File: src/rtl/debug_mem_writer_if.sv
// Debug write port into the MIPS data memory: single-word write request
// (wr_en/wr_addr/wr_data) answered by wr_ack from the memory side.
interface debug_mem_writer_if #(
  parameter int ADDR_W = 6
);
  logic              wr_en;
  logic [ADDR_W-1:0] wr_addr;
  logic [31:0]       wr_data;
  logic              wr_ack;

  // Writer side drives the request, memory side answers with ack
  modport master (output wr_en, output wr_addr, output wr_data, input wr_ack);
  modport slave  (input wr_en, input wr_addr, input wr_data, output wr_ack);
endinterface

File: src/rtl/debug_mem_writer.sv
// Operator-driven memory writer: debounced buttons key a 32-bit word in
// nibble by nibble, latch a word address and commit the word to data memory
// over a req/ack debug port with an ack timeout.
module debug_mem_writer #(
  parameter int DEBOUNCE_CYCLES = 1000000,
  parameter int ADDR_W          = 6,
  parameter int ACK_TIMEOUT     = 255
) (
  input  logic              clk,
  input  logic              rst,
  input  logic              btn_digit,
  input  logic              btn_addr,
  input  logic              btn_commit,
  input  logic [3:0]        nibble_in,
  input  logic [ADDR_W-1:0] addr_in,
  debug_mem_writer_if.master mem,
  output logic [31:0]       entry,
  output logic [3:0]        digit_count,
  output logic              busy,
  output logic              err
);

  localparam int DB_W = (DEBOUNCE_CYCLES > 1) ? $clog2(DEBOUNCE_CYCLES) : 1;
  localparam logic [DB_W-1:0] DB_LAST = DB_W'(DEBOUNCE_CYCLES - 1);
  localparam int TO_W = (ACK_TIMEOUT > 0) ? $clog2(ACK_TIMEOUT + 1) : 1;
  localparam logic [TO_W-1:0] TO_LAST = TO_W'(ACK_TIMEOUT);

  // Button index: 0 = digit, 1 = addr, 2 = commit
  logic [2:0] btn_raw;
  logic [2:0] pulse;
  assign btn_raw = {btn_commit, btn_addr, btn_digit};

  generate
    for (genvar gi = 0; gi < 3; gi++) begin : g_db
      logic            sync1_q, sync2_q;
      logic            level_q, level_d;
      logic            level_prev_q;
      logic [DB_W-1:0] cnt_q, cnt_d;

      // Count consecutive samples that disagree with the accepted level;
      // a full run of them flips the level, any agreement restarts the run
      always_comb begin
        level_d = level_q;
        cnt_d   = '0;
        if (sync2_q != level_q) begin
          if (cnt_q == DB_LAST) begin
            level_d = ~level_q;
          end else begin
            cnt_d = cnt_q + 1'b1;
          end
        end
      end

      // Synchroniser, debounce state and previous level for edge detection
      always_ff @(posedge clk or posedge rst) begin
        if (rst) begin
          sync1_q      <= 1'b0;
          sync2_q      <= 1'b0;
          level_q      <= 1'b0;
          level_prev_q <= 1'b0;
          cnt_q        <= '0;
        end else begin
          sync1_q      <= btn_raw[gi];
          sync2_q      <= sync1_q;
          level_q      <= level_d;
          level_prev_q <= level_q;
          cnt_q        <= cnt_d;
        end
      end

      assign pulse[gi] = level_q & ~level_prev_q;
    end
  endgenerate

  typedef enum logic [1:0] {
    S_IDLE    = 2'd0,
    S_WRITE   = 2'd1,
    S_DONE    = 2'd2,
    S_WAITREL = 2'd3
  } state_t;

  state_t            state_q;
  logic [31:0]       entry_q;
  logic [3:0]        digit_count_q;
  logic [ADDR_W-1:0] addr_q;
  logic [ADDR_W-1:0] wr_addr_q;
  logic [31:0]       wr_data_q;
  logic              wr_en_q;
  logic              busy_q;
  logic              err_q;
  logic [TO_W-1:0]   to_cnt_q;

  // Entry/commit FSM; commit outranks addr which outranks digit, and the
  // losers of a same-cycle collision are simply dropped
  always_ff @(posedge clk or posedge rst) begin
    if (rst) begin
      state_q       <= S_IDLE;
      entry_q       <= '0;
      digit_count_q <= '0;
      addr_q        <= '0;
      wr_addr_q     <= '0;
      wr_data_q     <= '0;
      wr_en_q       <= 1'b0;
      busy_q        <= 1'b0;
      err_q         <= 1'b0;
      to_cnt_q      <= '0;
    end else begin
      case (state_q)
        S_IDLE: begin
          if (pulse[2]) begin
            wr_addr_q <= addr_q;
            wr_data_q <= entry_q;
            err_q     <= 1'b0;
            to_cnt_q  <= '0;
            wr_en_q   <= 1'b1;
            busy_q    <= 1'b1;
            state_q   <= S_WRITE;
          end else if (pulse[1]) begin
            addr_q <= addr_in;
          end else if (pulse[0]) begin
            entry_q <= {entry_q[27:0], nibble_in};
            if (digit_count_q != 4'd8) begin
              digit_count_q <= digit_count_q + 4'd1;
            end
          end
        end
        S_WRITE: begin
          if (mem.wr_ack) begin
            wr_en_q <= 1'b0;
            state_q <= S_DONE;
          end else if (to_cnt_q == TO_LAST) begin
            err_q   <= 1'b1;
            wr_en_q <= 1'b0;
            state_q <= S_DONE;
          end else begin
            to_cnt_q <= to_cnt_q + 1'b1;
          end
        end
        S_DONE: begin
          entry_q       <= '0;
          digit_count_q <= '0;
          state_q       <= S_WAITREL;
        end
        S_WAITREL: begin
          // A held ack must drop before the next write may start
          if (!mem.wr_ack) begin
            busy_q  <= 1'b0;
            state_q <= S_IDLE;
          end
        end
        default: begin
          wr_en_q <= 1'b0;
          busy_q  <= 1'b0;
          state_q <= S_IDLE;
        end
      endcase
    end
  end

  assign mem.wr_en   = wr_en_q;
  assign mem.wr_addr = wr_addr_q;
  assign mem.wr_data = wr_data_q;
  assign entry       = entry_q;
  assign digit_count = digit_count_q;
  assign busy        = busy_q;
  assign err         = err_q;

endmodule

File: src/flat_wrapper.sv
// flat-port wrapper written by rule: the top's interface ports become plain ports
module debug_mem_writer_flat 
#(
  parameter int DEBOUNCE_CYCLES = 1000000,
  parameter int ADDR_W          = 6,
  parameter int ACK_TIMEOUT     = 255
)
  (clk, rst, btn_digit, btn_addr, btn_commit, nibble_in, addr_in, entry, digit_count, busy, err, mem_wr_en, mem_wr_addr, mem_wr_data, mem_wr_ack);
  debug_mem_writer_if #(.ADDR_W(ADDR_W)) mem_i ();
  input  logic clk;
  input  logic rst;
  input  logic btn_digit;
  input  logic btn_addr;
  input  logic btn_commit;
  input  logic [3:0] nibble_in;
  input  logic [ADDR_W-1:0] addr_in;
  output logic [31:0] entry;
  output logic [3:0] digit_count;
  output logic busy;
  output logic err;
  output wire logic [$bits(mem_i.wr_en)-1:0] mem_wr_en;
  output wire logic [$bits(mem_i.wr_addr)-1:0] mem_wr_addr;
  output wire logic [$bits(mem_i.wr_data)-1:0] mem_wr_data;
  input wire logic [$bits(mem_i.wr_ack)-1:0] mem_wr_ack;
  assign mem_wr_en = mem_i.wr_en;
  assign mem_wr_addr = mem_i.wr_addr;
  assign mem_wr_data = mem_i.wr_data;
  assign mem_i.wr_ack = mem_wr_ack;
  debug_mem_writer #(.DEBOUNCE_CYCLES(DEBOUNCE_CYCLES), .ADDR_W(ADDR_W), .ACK_TIMEOUT(ACK_TIMEOUT)) u_core (.clk(clk), .rst(rst), .btn_digit(btn_digit), .btn_addr(btn_addr), .btn_commit(btn_commit), .nibble_in(nibble_in), .addr_in(addr_in), .mem(mem_i), .entry(entry), .digit_count(digit_count), .busy(busy), .err(err));
endmodule
File: config.mk
export PLATFORM = sky130hd
export DESIGN_NAME = debug_mem_writer_flat
export DESIGN_NICKNAME = d
export VERILOG_FILES = /design/src/rtl/debug_mem_writer_if.sv /design/src/rtl/debug_mem_writer.sv /design/src/flat_wrapper.sv
export SDC_FILE = /design/constraint.sdc
export NUM_CORES = 1
export LEC_CHECK = 0
export CAP_MARGIN = 40
export CELL_PAD_IN_SITES_DETAIL_PLACEMENT = 0
export CELL_PAD_IN_SITES_GLOBAL_PLACEMENT = 2
export CORE_AREA = 2 2 133 167
export DETAILED_ROUTE_END_ITERATION = 7
export DIE_AREA = 0 0 135 169
export HOLD_SLACK_MARGIN = 0.06
export PLACE_DENSITY = 0.87
export SKIP_CTS_REPAIR_TIMING = 1
export SLEW_MARGIN = 20
export SYNTH_ARGS = -nofsm -noshare
export SYNTH_HDL_FRONTEND = slang
export SYNTH_SLANG_ARGS = --single-unit
export TNS_END_PERCENT = 10
File: constraint.sdc
create_clock -name clk -period 6.7 [get_ports clk]
set_input_delay 1.34 -clock clk [delete_from_list [all_inputs] [get_ports clk]]
set_output_delay 1.34 -clock clk [all_outputs]
set_load 0.005 [all_outputs]
==> flow_summary.toml <==
[timing]
totalNegativeSetupSlack_ps = 0
maxSlewViolCount = 0
finalCritPeriodShare = 0.411
maxClockFrequency_mhz = 363
slew_headroom = 0.547
final_hold_viol_count = 0
final.min_clock_period_ps = 2760
tightestPinTransition_ps = 680
hold_slack_ps = 359
unrepaired_setup_endpoints_after_global_routing = "no"
setup_viol = 0
skew_ps = 6.49

[routing]
drt_pre_antenna_iters = 4
routed_wl_um = 15500
drtIter0Drc = 288
vias_per_instance = 4.65
drc_errors = 0
route.detailed.wl_per_inst_um = 13.9
post_detailed_route_count_of_antenna_violating_nets = 0
vias = 5203

[yosys]
synth_flop_cell = "sky130_fd_sc_hd__dfrtp_1"
synth-seq-area-share = 0.566
yosys_top_cell_area_share = 0.566
netlist_top_cells_area = "sky130_fd_sc_hd__dfrtp_1, sky130_fd_sc_hd__nand2_1, sky130_fd_sc_hd__xor2_1, sky130_fd_sc_hd__nor2_1, sky130_fd_sc_hd__nand2b_1"
synth_cells = 737
yosysUniqueCellTypes = 45
synth_edf_count = 0
synth.largest_area_cell = "sky130_fd_sc_hd__dfrtp_1"
synth-seq-cells = 165
synth_xor_xnor_area_share = 0.0684
post_synthesis_share_of_cell_area_spent_on_and_or_nand_and_nor_gates = 0.256
postSynth.asyncResetShare = 1.00
post_synthesis_compound_gate_area_fraction = 0.0487
post_synth_fa_ha_maj_area_fraction = 0.0171
synthMuxAreaShare = 0.0168
main_combinational_cell_family_by_area_after_synthesis = "simple AND/OR/NAND/NOR gates"
synthesized_area_per_cell_um2 = 9.91
synthesis.nets = 763
synth_warnings = 0
netlist_area_um2 = 7300

[global_routing]
groute.layer.met1.usage = 0.184
number_of_antenna_violations_at_the_first_check_in_global_routing = 0
vias_in_the_first_global_route = 5214
most_used_routing_layer_in_global_routing = "met2"
remaining_global_route_overflow = 0
grt_met3_use = 0.0311
met2_usage = 0.241
track_usage = 0.144
pin_count_of_the_biggest_net_entering_global_routing = 52
global_route_wire_length_before_repair_um = 26400

[min_path]
worst_hold_path.endpoint = "u_core.g_db[1].sync2_q$_DFF_PP0_"
hold_start = "u_core.g_db[1].sync1_q$_DFF_PP0_"
worst_hold_path_type = "reg -> reg"
worstHoldPathCells = 0

[clock_tree]
clkLatencyLatePin_ps = 420
htreeDepth = 4
numClockSinks = 165
clk_transition_reported_paths_ps = 60
cts-root-to-sink-buffers = 2
cts_root_buf = "sky130_fd_sc_hd__clkbuf_16"
numCtsBuffers = 17
clock_tree_from_tritoncts = "done"

[status]
run_status = "completed"

[power]
power_per_cell_area_nw_per_um2 = 297
vdd_drop_max_mv = 0.203
power.total_mw = 2.72
leakage_nw = 4.13

[floorplanning]
chipWidth_um = 135
die_area_um2 = 22800
fp.coreArea_um2 = 21300
die_height_um = 169
rows = 60
initial_standard_cell_utilization_of_the_core = 0.342
num_io_pins = 93

[cells_and_area]
area.growth.synth_to_final_pct = 25.4
drive_above_1_share = 0.0761
insertedDiodeCount = 0
final_net_count = 854
layout.cells.most_common_list = "sky130_fd_sc_hd__nand2_1, sky130_fd_sc_hd__dfrtp_1, sky130_fd_sc_hd__clkdlybuf4s50_1"
layout.cell_area.non_filler_um2 = 9160
layout_commonest_cell = "sky130_fd_sc_hd__nand2_1"

[setup_path]
timing.rr.start = "u_core.g_db[2].cnt_q[0]$_DFF_PP0_"
crit_path_cell_trace = "clkdlybuf4s50_1"
worst-endpoint-required_ps = 5360
critical_path.endpoint_type = "output port"
critical_path_arrival_ps = 1420
critical_path_s_top_delay_family = "buffers and inverters"
r2r_setup_slack_ps = 4750
worst_path_largest_cell_delay_ps = 580
critical_path.reg2reg.endpoint = "u_core.g_db[2].cnt_q[15]$_DFF_PP0_"
timing.setup.critical_path_class = "reg -> out"
worstPathMaxFanout = 5
element_type_at_the_critical_path_start = "flop"
timing.critical_path.buf_inv = 1
ff2ff_path_depth = 5
critical_path.slowest_cell = "sky130_fd_sc_hd__clkdlybuf4s50_1"

[placement]
final_replace_weighted_congestion = 0.770
number_of_input_and_output_port_buffers_inserted = 92
dp.final_hpwl_um = 10500
detailed_place.area_um2 = 8540

[run]
maxCapViolCount = 0
[flip-flops by register name, summed over array words and instances, names as in the netlist, 2 cells and up]
| signal | cells |
|---|---|
| u_core.g_db.cnt_q | 60 |
| u_core.entry | 32 |
| u_core.mem.wr_data | 32 |
| u_core.to_cnt_q | 8 |
| u_core.addr_q | 6 |
| u_core.mem.wr_addr | 6 |
| u_core.digit_count | 4 |
| u_core.g_db.level_prev_q | 3 |
| u_core.g_db.level_q | 3 |
| u_core.g_db.sync1_q | 3 |
| u_core.g_db.sync2_q | 3 |
| u_core.state_q | 2 |
[final cells by class]
class	count	area [um2]
multi-input combinational	530	2980
tap	279	349
fill	2097	12200
inverter	14	57.6
sequential	165	4130
timing repair buffer	100	1030
clock inverter	14	185
clock buffer	18	429
[through the flow]
stage,worst slack [ps],util,std cells
after floorplan,898,-,737
after global placement,3830,0.397,1085
after detailed placement,3870,0.401,1088
after CTS,3910,0.430,1120
after global routing,3850,0.430,1120
final,3940,0.430,1120
[cell usage after synthesis, types with 6 or more instances]
library cell,count
sky130_fd_sc_hd__a31oi_1,6
sky130_fd_sc_hd__a21oi_1,12
sky130_fd_sc_hd__nand3_1,31
sky130_fd_sc_hd__mux2_2,10
sky130_fd_sc_hd__nor3_1,9
sky130_fd_sc_hd__and3_1,11
sky130_fd_sc_hd__xor2_1,39
sky130_fd_sc_hd__nand2b_1,37
sky130_fd_sc_hd__buf_2,8
sky130_fd_sc_hd__dfrtp_1,165
sky130_fd_sc_hd__clkbuf_1,15
sky130_fd_sc_hd__and4_1,6
sky130_fd_sc_hd__nor2_1,74
sky130_fd_sc_hd__nand2_1,178
sky130_fd_sc_hd__o21ai_0,39
sky130_fd_sc_hd__xnor2_1,18
sky130_fd_sc_hd__nand4_1,10
sky130_fd_sc_hd__ha_1,10
sky130_fd_sc_hd__inv_1,14
[kinds of logic after synthesis]
logic type,Yosys count
and+or+nand+nor,387
DFF,165
AOI/OAI and AO/OA,65
xor gates and xnor gates,57
buffers and inverters,42
muxes,11
adders and majority gates,10
[per-layer routing]
layer | share of wire | wire, um
met1 | 0.47 | 7240
met2 | 0.48 | 7480
met3 | 0.035 | 542
met4 | 0.016 | 253
met5 | 0 | 0
[worst max path at each step]
stage	slack (ps)	cells after the start	end	startpoint
final	3940	1	digit_count[3]	u_core.digit_count[3]$_DFFE_PP0P_
after global routing	3850	1	digit_count[3]	u_core.digit_count[3]$_DFFE_PP0P_
after CTS	3910	1	entry[19]	u_core.entry[19]$_DFFE_PP0P_
after detailed placement	3870	3	u_core.state_q[1]$_DFFE_PP0P_	mem_wr_ack
after global placement	3830	3	u_core.mem.wr_data[18]$_DFFE_PP0N_	rst
after floorplan	900	1	u_core.addr_q[0]$_DFFE_PP0P_	rst
[power by group]
| group | switching [mW] | total, mW | internal [mW] |
|---|---|---|---|
| sequential | 0.0988 | 1.19 | 1.09 |
| combinational | 0.259 | 0.518 | 0.259 |
| clock | 0.394 | 1.01 | 0.621 |
Note: power is estimated with default switching activity, not from simulation.
